--- config.mk ---
export PLATFORM = sky130hd
export DESIGN_NAME = grey_to_bin_tracker
export DESIGN_NICKNAME = d
export VERILOG_FILES = /design/src/rtl/grey_pkg.sv /design/src/rtl/grey_step_classify.sv /design/src/rtl/grey_to_bin_tracker.sv
export SDC_FILE = /design/constraint.sdc
export NUM_CORES = 1
export LEC_CHECK = 0
export BUFFER_PORTS_ARGS = -buffer_cell sky130_fd_sc_hd__buf_2
export CAP_MARGIN = 0
export CELL_PAD_IN_SITES_DETAIL_PLACEMENT = 1
export CELL_PAD_IN_SITES_GLOBAL_PLACEMENT = 1
export CORE_MARGIN = 5
export CORE_UTILIZATION = 40
export DETAILED_ROUTE_END_ITERATION = 8
export GPL_ROUTABILITY_DRIVEN = 0
export PLACE_DENSITY_LB_ADDON = 0.08
export SLEW_MARGIN = 25
export SYNTH_ARGS = -nofsm -noshare
export SYNTH_HDL_FRONTEND = slang
export SYNTH_HIERARCHICAL = 1
export SYNTH_SLANG_ARGS = --single-unit
--- constraint.sdc ---
create_clock -name clk -period 4.1 [get_ports clk]
set_input_delay 0.82 -clock clk [delete_from_list [all_inputs] [get_ports clk]]
set_output_delay 0.82 -clock clk [all_outputs]
set_load 0.02 [all_outputs]
--- src/rtl/grey_pkg.sv ---
// Shared definitions for the Grey decode tracker and its step classifier.
// State encodings and width helpers used by every block in this slice.
package grey_pkg;

   typedef enum logic [1:0] {
      IDLE   = 2'd0,
      DECODE = 2'd1,
      DONE   = 2'd2
   } state_t;

   // Bit index counter width; never narrower than one bit.
   function automatic int idx_w(input int n);
      return (n <= 2) ? 1 : $clog2(n);
   endfunction

endpackage

--- src/rtl/grey_step_classify.sv ---
// Combinational step classifier: compares a new binary sample with the
// previous one and reports first/up/down/illegal-step flags.
module grey_step_classify
   import grey_pkg::*;
#(
   parameter int N = 8
) (
   input  logic [N-1:0] bin_next,
   input  logic [N-1:0] prev,
   input  logic         has_prev,
   output logic         first,
   output logic         dir_up,
   output logic         dir_down,
   output logic         step_err
);

   logic [N-1:0] prev_inc;
   logic [N-1:0] prev_dec;

   // N-bit modulo neighbours, so wrap-around counts as a unit step.
   assign prev_inc = prev + N'(1);
   assign prev_dec = prev - N'(1);

   always_comb begin
      first    = 1'b0;
      dir_up   = 1'b0;
      dir_down = 1'b0;
      step_err = 1'b0;
      if (!has_prev)
         first = 1'b1;
      else if (bin_next == prev_inc)
         dir_up = 1'b1;
      else if (bin_next == prev_dec)
         dir_down = 1'b1;
      else if (bin_next != prev)
         step_err = 1'b1;
   end

endmodule

--- src/rtl/grey_to_bin_tracker.sv ---
// Accepts Grey words over valid/ready, decodes them MSB first one bit per
// clock, and presents the binary value with its step classification.
module grey_to_bin_tracker
   import grey_pkg::*;
#(
   parameter int N = 8
) (
   input  logic         clk,
   input  logic         rst_n,
   input  logic         in_valid,
   output logic         in_ready,
   input  logic [N-1:0] grey,
   output logic         out_valid,
   input  logic         out_ready,
   output logic [N-1:0] bin,
   output logic         first,
   output logic         dir_up,
   output logic         dir_down,
   output logic         step_err,
   output logic [1:0]   dbg_state
);

   // Handshakes: a transfer happens on a rising edge where valid and ready
   // are both high; valid holds its data stable until that edge.

   localparam int               IDX_W   = idx_w(N);
   localparam logic [IDX_W-1:0] IDX_TOP = IDX_W'(N - 1);

   state_t           state;
   logic [N-1:0]     g_q;
   logic [N-1:0]     prev;
   logic             has_prev;
   logic [IDX_W-1:0] idx;
   logic [IDX_W-1:0] idx_up;
   logic             hi_bit;
   logic [N-1:0]     bin_next;
   logic             c_first;
   logic             c_up;
   logic             c_down;
   logic             c_err;

   assign dbg_state = state;
   assign idx_up    = idx + IDX_W'(1);

   // The MSB has no higher neighbour; every other bit XORs with the bit above.
   always_comb begin
      hi_bit        = (idx == IDX_TOP) ? 1'b0 : bin[idx_up];
      bin_next      = bin;
      bin_next[idx] = hi_bit ^ g_q[idx];
   end

   grey_step_classify #(.N(N)) u_classify (
      .bin_next (bin_next),
      .prev     (prev),
      .has_prev (has_prev),
      .first    (c_first),
      .dir_up   (c_up),
      .dir_down (c_down),
      .step_err (c_err)
   );

   always_ff @(posedge clk or negedge rst_n) begin
      if (!rst_n) begin
         state     <= IDLE;
         in_ready  <= 1'b1;
         out_valid <= 1'b0;
         bin       <= '0;
         first     <= 1'b0;
         dir_up    <= 1'b0;
         dir_down  <= 1'b0;
         step_err  <= 1'b0;
         has_prev  <= 1'b0;
         prev      <= '0;
         idx       <= IDX_TOP;
         g_q       <= '0;
      end else begin
         case (state)
            IDLE: begin
               if (in_valid) begin
                  g_q      <= grey;
                  idx      <= IDX_TOP;
                  in_ready <= 1'b0;
                  state    <= DECODE;
               end
            end
            DECODE: begin
               bin <= bin_next;
               if (idx == '0) begin
                  first     <= c_first;
                  dir_up    <= c_up;
                  dir_down  <= c_down;
                  step_err  <= c_err;
                  out_valid <= 1'b1;
                  state     <= DONE;
               end else begin
                  idx <= idx - IDX_W'(1);
               end
            end
            DONE: begin
               if (out_ready) begin
                  prev      <= bin;
                  has_prev  <= 1'b1;
                  out_valid <= 1'b0;
                  in_ready  <= 1'b1;
                  state     <= IDLE;
               end
            end
            default: begin
               out_valid <= 1'b0;
               in_ready  <= 1'b1;
               state     <= IDLE;
            end
         endcase
      end
   end

endmodule
==> run_summary.xml <==
<?xml version="1.0" encoding="UTF-8"?>
<metrics>
  <group name="run_status">
    <metric name="run_status" unit="">finished, final reports clean</metric>
  </group>
  <group name="critical_path">
    <metric name="worst-path-max-fanout" unit="">6</metric>
    <metric name="reg2reg_to" unit="">step_err</metric>
    <metric name="criticalPathCategory" unit="">reg2reg</metric>
    <metric name="worst_setup_path_endpoint" unit="">step_err</metric>
    <metric name="critical_path.startpoint_type" unit="">flop</metric>
    <metric name="end_kind" unit="">flop</metric>
    <metric name="critical_path_arrival" unit="ps">4130</metric>
    <metric name="ff2ff_setup_slack" unit="ps">140</metric>
    <metric name="worst_ep_required_time" unit="ps">4280</metric>
    <metric name="worst-path-buf-inv" unit="">1</metric>
    <metric name="crit_slowest_cell" unit="">sky130_fd_sc_hd__mux4_1</metric>
    <metric name="ff2ff_path_depth" unit="">12</metric>
    <metric name="critical_path.reg2reg.startpoint" unit="">idx[0]</metric>
    <metric name="startpoint" unit="">idx[0]</metric>
    <metric name="timing.critical_path.slowest_cell_delay" unit="ps">600</metric>
    <metric name="crit_family" unit="">multiplexers</metric>
    <metric name="path_depth" unit="">12</metric>
    <metric name="critical_path.cell_chain" unit="">inv_1 -&gt; ha_4 -&gt; mux4_1 -&gt; o21ai_4 -&gt; xnor2_2 -&gt; a31oi_1 -&gt; xnor2_1 -&gt; xor2_1 -&gt; or4b_1 -&gt; nor4_2 -&gt; a311oi_1 -&gt; mux2_2</metric>
  </group>
  <group name="timing">
    <metric name="max_clock_freq" unit="MHz">252.6</metric>
    <metric name="final-setup-viol-count" unit="">0</metric>
    <metric name="measured_slew_at_the_worst_slew_check_pin" unit="ps">819.6</metric>
    <metric name="final-max-slew-violation-count" unit="">0</metric>
    <metric name="min_clock_period_post_route" unit="ps">3959</metric>
    <metric name="fin_crit_sh" unit="%">96.55</metric>
    <metric name="final_hold_vios" unit="">0</metric>
    <metric name="fin_setup_tns" unit="ps">0</metric>
    <metric name="worst_slew_margin_rel" unit="%">45.36</metric>
    <metric name="skew" unit="ps">9.527</metric>
  </group>
  <group name="routing">
    <metric name="routed_wl_per_cell" unit="um">16.86</metric>
    <metric name="post_route_ant_nets" unit="">0</metric>
    <metric name="dr_drc_count" unit="">0</metric>
    <metric name="drt-pass1-iter-count" unit="">4</metric>
    <metric name="route.vias.total" unit="">1940</metric>
    <metric name="vias_per_cell" unit="">5.575</metric>
    <metric name="totalWireLength" unit="mm">5.866</metric>
    <metric name="drt_iter0_drc" unit="">40</metric>
  </group>
  <group name="global_routing">
    <metric name="total_routing_resource_utilization_after_global_routing" unit="%">16.83</metric>
    <metric name="grt_pass1_wl" unit="mm">9.970</metric>
    <metric name="grt_start_max_net_pins" unit="">37</metric>
    <metric name="grt_antenna_before_repair" unit="">0</metric>
    <metric name="grt_remaining_overflow" unit="">0</metric>
    <metric name="grt_pass1_vias" unit="">1954</metric>
  </group>
  <group name="finish">
    <metric name="share_of_post_route_cells_with_drive_strength_above_1" unit="%">29.35</metric>
    <metric name="synthesis_to_layout_area_growth" unit="%">17.26</metric>
    <metric name="antenna-diode-count" unit="">0</metric>
    <metric name="num-nets-final" unit="">293</metric>
  </group>
  <group name="clocking">
    <metric name="hold_buffers" unit="">0</metric>
    <metric name="clk-insertion-delay-late" unit="ps">300</metric>
    <metric name="clk_pin_slew_worst_paths" unit="ps">70</metric>
    <metric name="cts_tree" unit="">built</metric>
    <metric name="clock_tree.root_cell" unit="">sky130_fd_sc_hd__clkbuf_8</metric>
    <metric name="sink_count" unit="">36</metric>
    <metric name="cts_buffers" unit="">5</metric>
    <metric name="cts_max_level" unit="">2</metric>
    <metric name="cts_max_path_buffers" unit="">2</metric>
  </group>
  <group name="placement">
    <metric name="place.detailed.hpwl" unit="mm">4.386</metric>
    <metric name="io_buffer_count" unit="">27</metric>
  </group>
  <group name="logic_synthesis">
    <metric name="synth_seq_area_share" unit="%">38.70</metric>
    <metric name="synthCells" unit="">246</metric>
    <metric name="syn_area_per_cell" unit="um^2">9.516</metric>
    <metric name="yosysUniqueCellTypes" unit="">48</metric>
    <metric name="number_of_warnings_issued_by_yosys" unit="">6</metric>
    <metric name="syn-num-nets" unit="">264</metric>
    <metric name="synth_area" unit="mm^2">0.002341</metric>
    <metric name="ys_seq_elements" unit="">36</metric>
  </group>
  <group name="floorplan">
    <metric name="initial_utilization" unit="%">41.74</metric>
    <metric name="die-area" unit="mm^2">0.007482</metric>
    <metric name="floorplan.core_area" unit="mm^2">0.005608</metric>
    <metric name="core.rowCount" unit="">27</metric>
    <metric name="die_ht" unit="um">86.50</metric>
    <metric name="io_pins" unit="">28</metric>
    <metric name="fp.dieW" unit="um">86.50</metric>
  </group>
  <group name="job">
    <metric name="cap_viol_max_count" unit="">0</metric>
  </group>
  <group name="worst_hold_path">
    <metric name="hold_path.class" unit="">reg2reg</metric>
  </group>
</metrics>
metrics by stage:
step / worst slack [ps] / hold slack [ps] / area, um^2 / utilization [%] / std cells
2_1_floorplan: 260.8 / 472.1 / 2341 / - / 246
3_3_place_gp: 200.8 / 485.2 / 2536 / 45.23 / 337
3_5_place_dp: 48.03 / 492.1 / 2536 / 45.23 / 337
4_1_cts: 6.871 / 510.1 / 2663 / 47.48 / 345
5_1_grt: -17.33 / 527.5 / 2745 / 48.95 / 348
6_report: 141.4 / 504.0 / 2745 / 48.95 / 348
how the worst min path moves through the flow:
| stage | from | end | slack (ps) | depth (start not counted) |
|---|---|---|---|---|
| CTS | g_q[0] | g_q[0] | 510 | 1 |
| floorplan | g_q[0] | g_q[0] | 470 | 1 |
| global placement | dir_up | dir_up | 490 | 1 |
| finish | g_q[0] | g_q[0] | 500 | 1 |
| detailed placement | g_q[0] | g_q[0] | 490 | 1 |
| global route | g_q[0] | g_q[0] | 530 | 1 |
layer usage:
metal  GRT usage, %  routed length (um)
met1          24.04                2888
met2          25.10                2650
met3          3.517                 238
met4          5.949                  90
met5              0                   0
cells by family after synthesis:
group	after synthesis	share of synthesized area [%]
AO/OA/AOI/OAI	56	15.13
XOR/XNOR	20	8.445
adder cells (fa/ha/maj)	6	3.207
buffers and inverters	22	4.650
flip-flops	36	38.70
multiplexers	25	12.45
AND/OR/NAND/NOR	81	17.42
timing repair:
item                       CTS  global route
setup buffers                0             2
gates resized for setup      0            10
setup endpoints to repair    0             3
placed cells by master (no fill, tap or decap), drive strengths merged, types with 3 or more instances in the layout:
cell	instances
clkbuf	7
ha	6
a21oi	19
nor2	31
xnor2	14
dfstp	4
nand2b	8
mux2i	4
buf	36
nand2	10
xor2	7
nand3	6
nor2b	6
o211a	3
inv	7
o21ai	11
nor3	5
mux2	20
dfrtp	32
a31oi	8
nand3b	3
nor4	3
synthesized netlist by cell type, drive strengths merged:
library cell	n	share of area, %
a221oi	1	0.37
o22ai	2	0.53
o22a	1	0.37
o31ai	2	0.64
or2	1	0.27
or4b	1	0.43
nand4	2	0.53
mux4	1	1.1
nand3b	3	0.96
o211a	3	1.3
dfrtp	32	34
a21oi	19	4.1
nor4	3	1.1
mux2	20	9.6
nand3	6	1.3
nor2b	6	1.6
nand2	10	1.6
o211ai	1	0.32
o21ai	11	2.5
mux2i	4	1.7
dfstp	4	4.5
a211oi	1	0.32
nor2	31	5.0
xnor2	13	5.2
nor3	5	1.1
a311oi	2	0.75
ha	6	3.2
a31oi	8	2.1
a221o	1	0.43
and2	1	0.27
inv	7	1.1
buf	8	2.4
and4	1	0.37
a41oi	2	0.75
or3	2	0.53
nand2b	8	2.1
or4	1	0.32
clkbuf	7	1.2
xor2	7	3.3
a22oi	2	0.64
layout make-up:
| cell class | instances | area (um^2) |
|---|---|---|
| flip-flops and latches | 36 | 905.9 |
| clock buffers | 7 | 96.34 |
| repair buffers | 36 | 206.4 |
| well taps | 72 | 90.09 |
| inverters | 7 | 26.28 |
| fillers | 656 | 2863 |
| clock inverters | 1 | 30.03 |
| multi-input cells | 189 | 1390 |
sequential cells by signal (all words and copies together), names as in the netlist:
register   flops
g_q            8
in_ready       1
step_err       1
out_valid      1
first          1
idx            3
dir_up         1
has_prev       1
bin            8
prev           8
dbg_state      2
dir_down       1
Power is not shown: default switching activity piles up to over one toggle a cycle in this logic, so the estimate is an artifact.
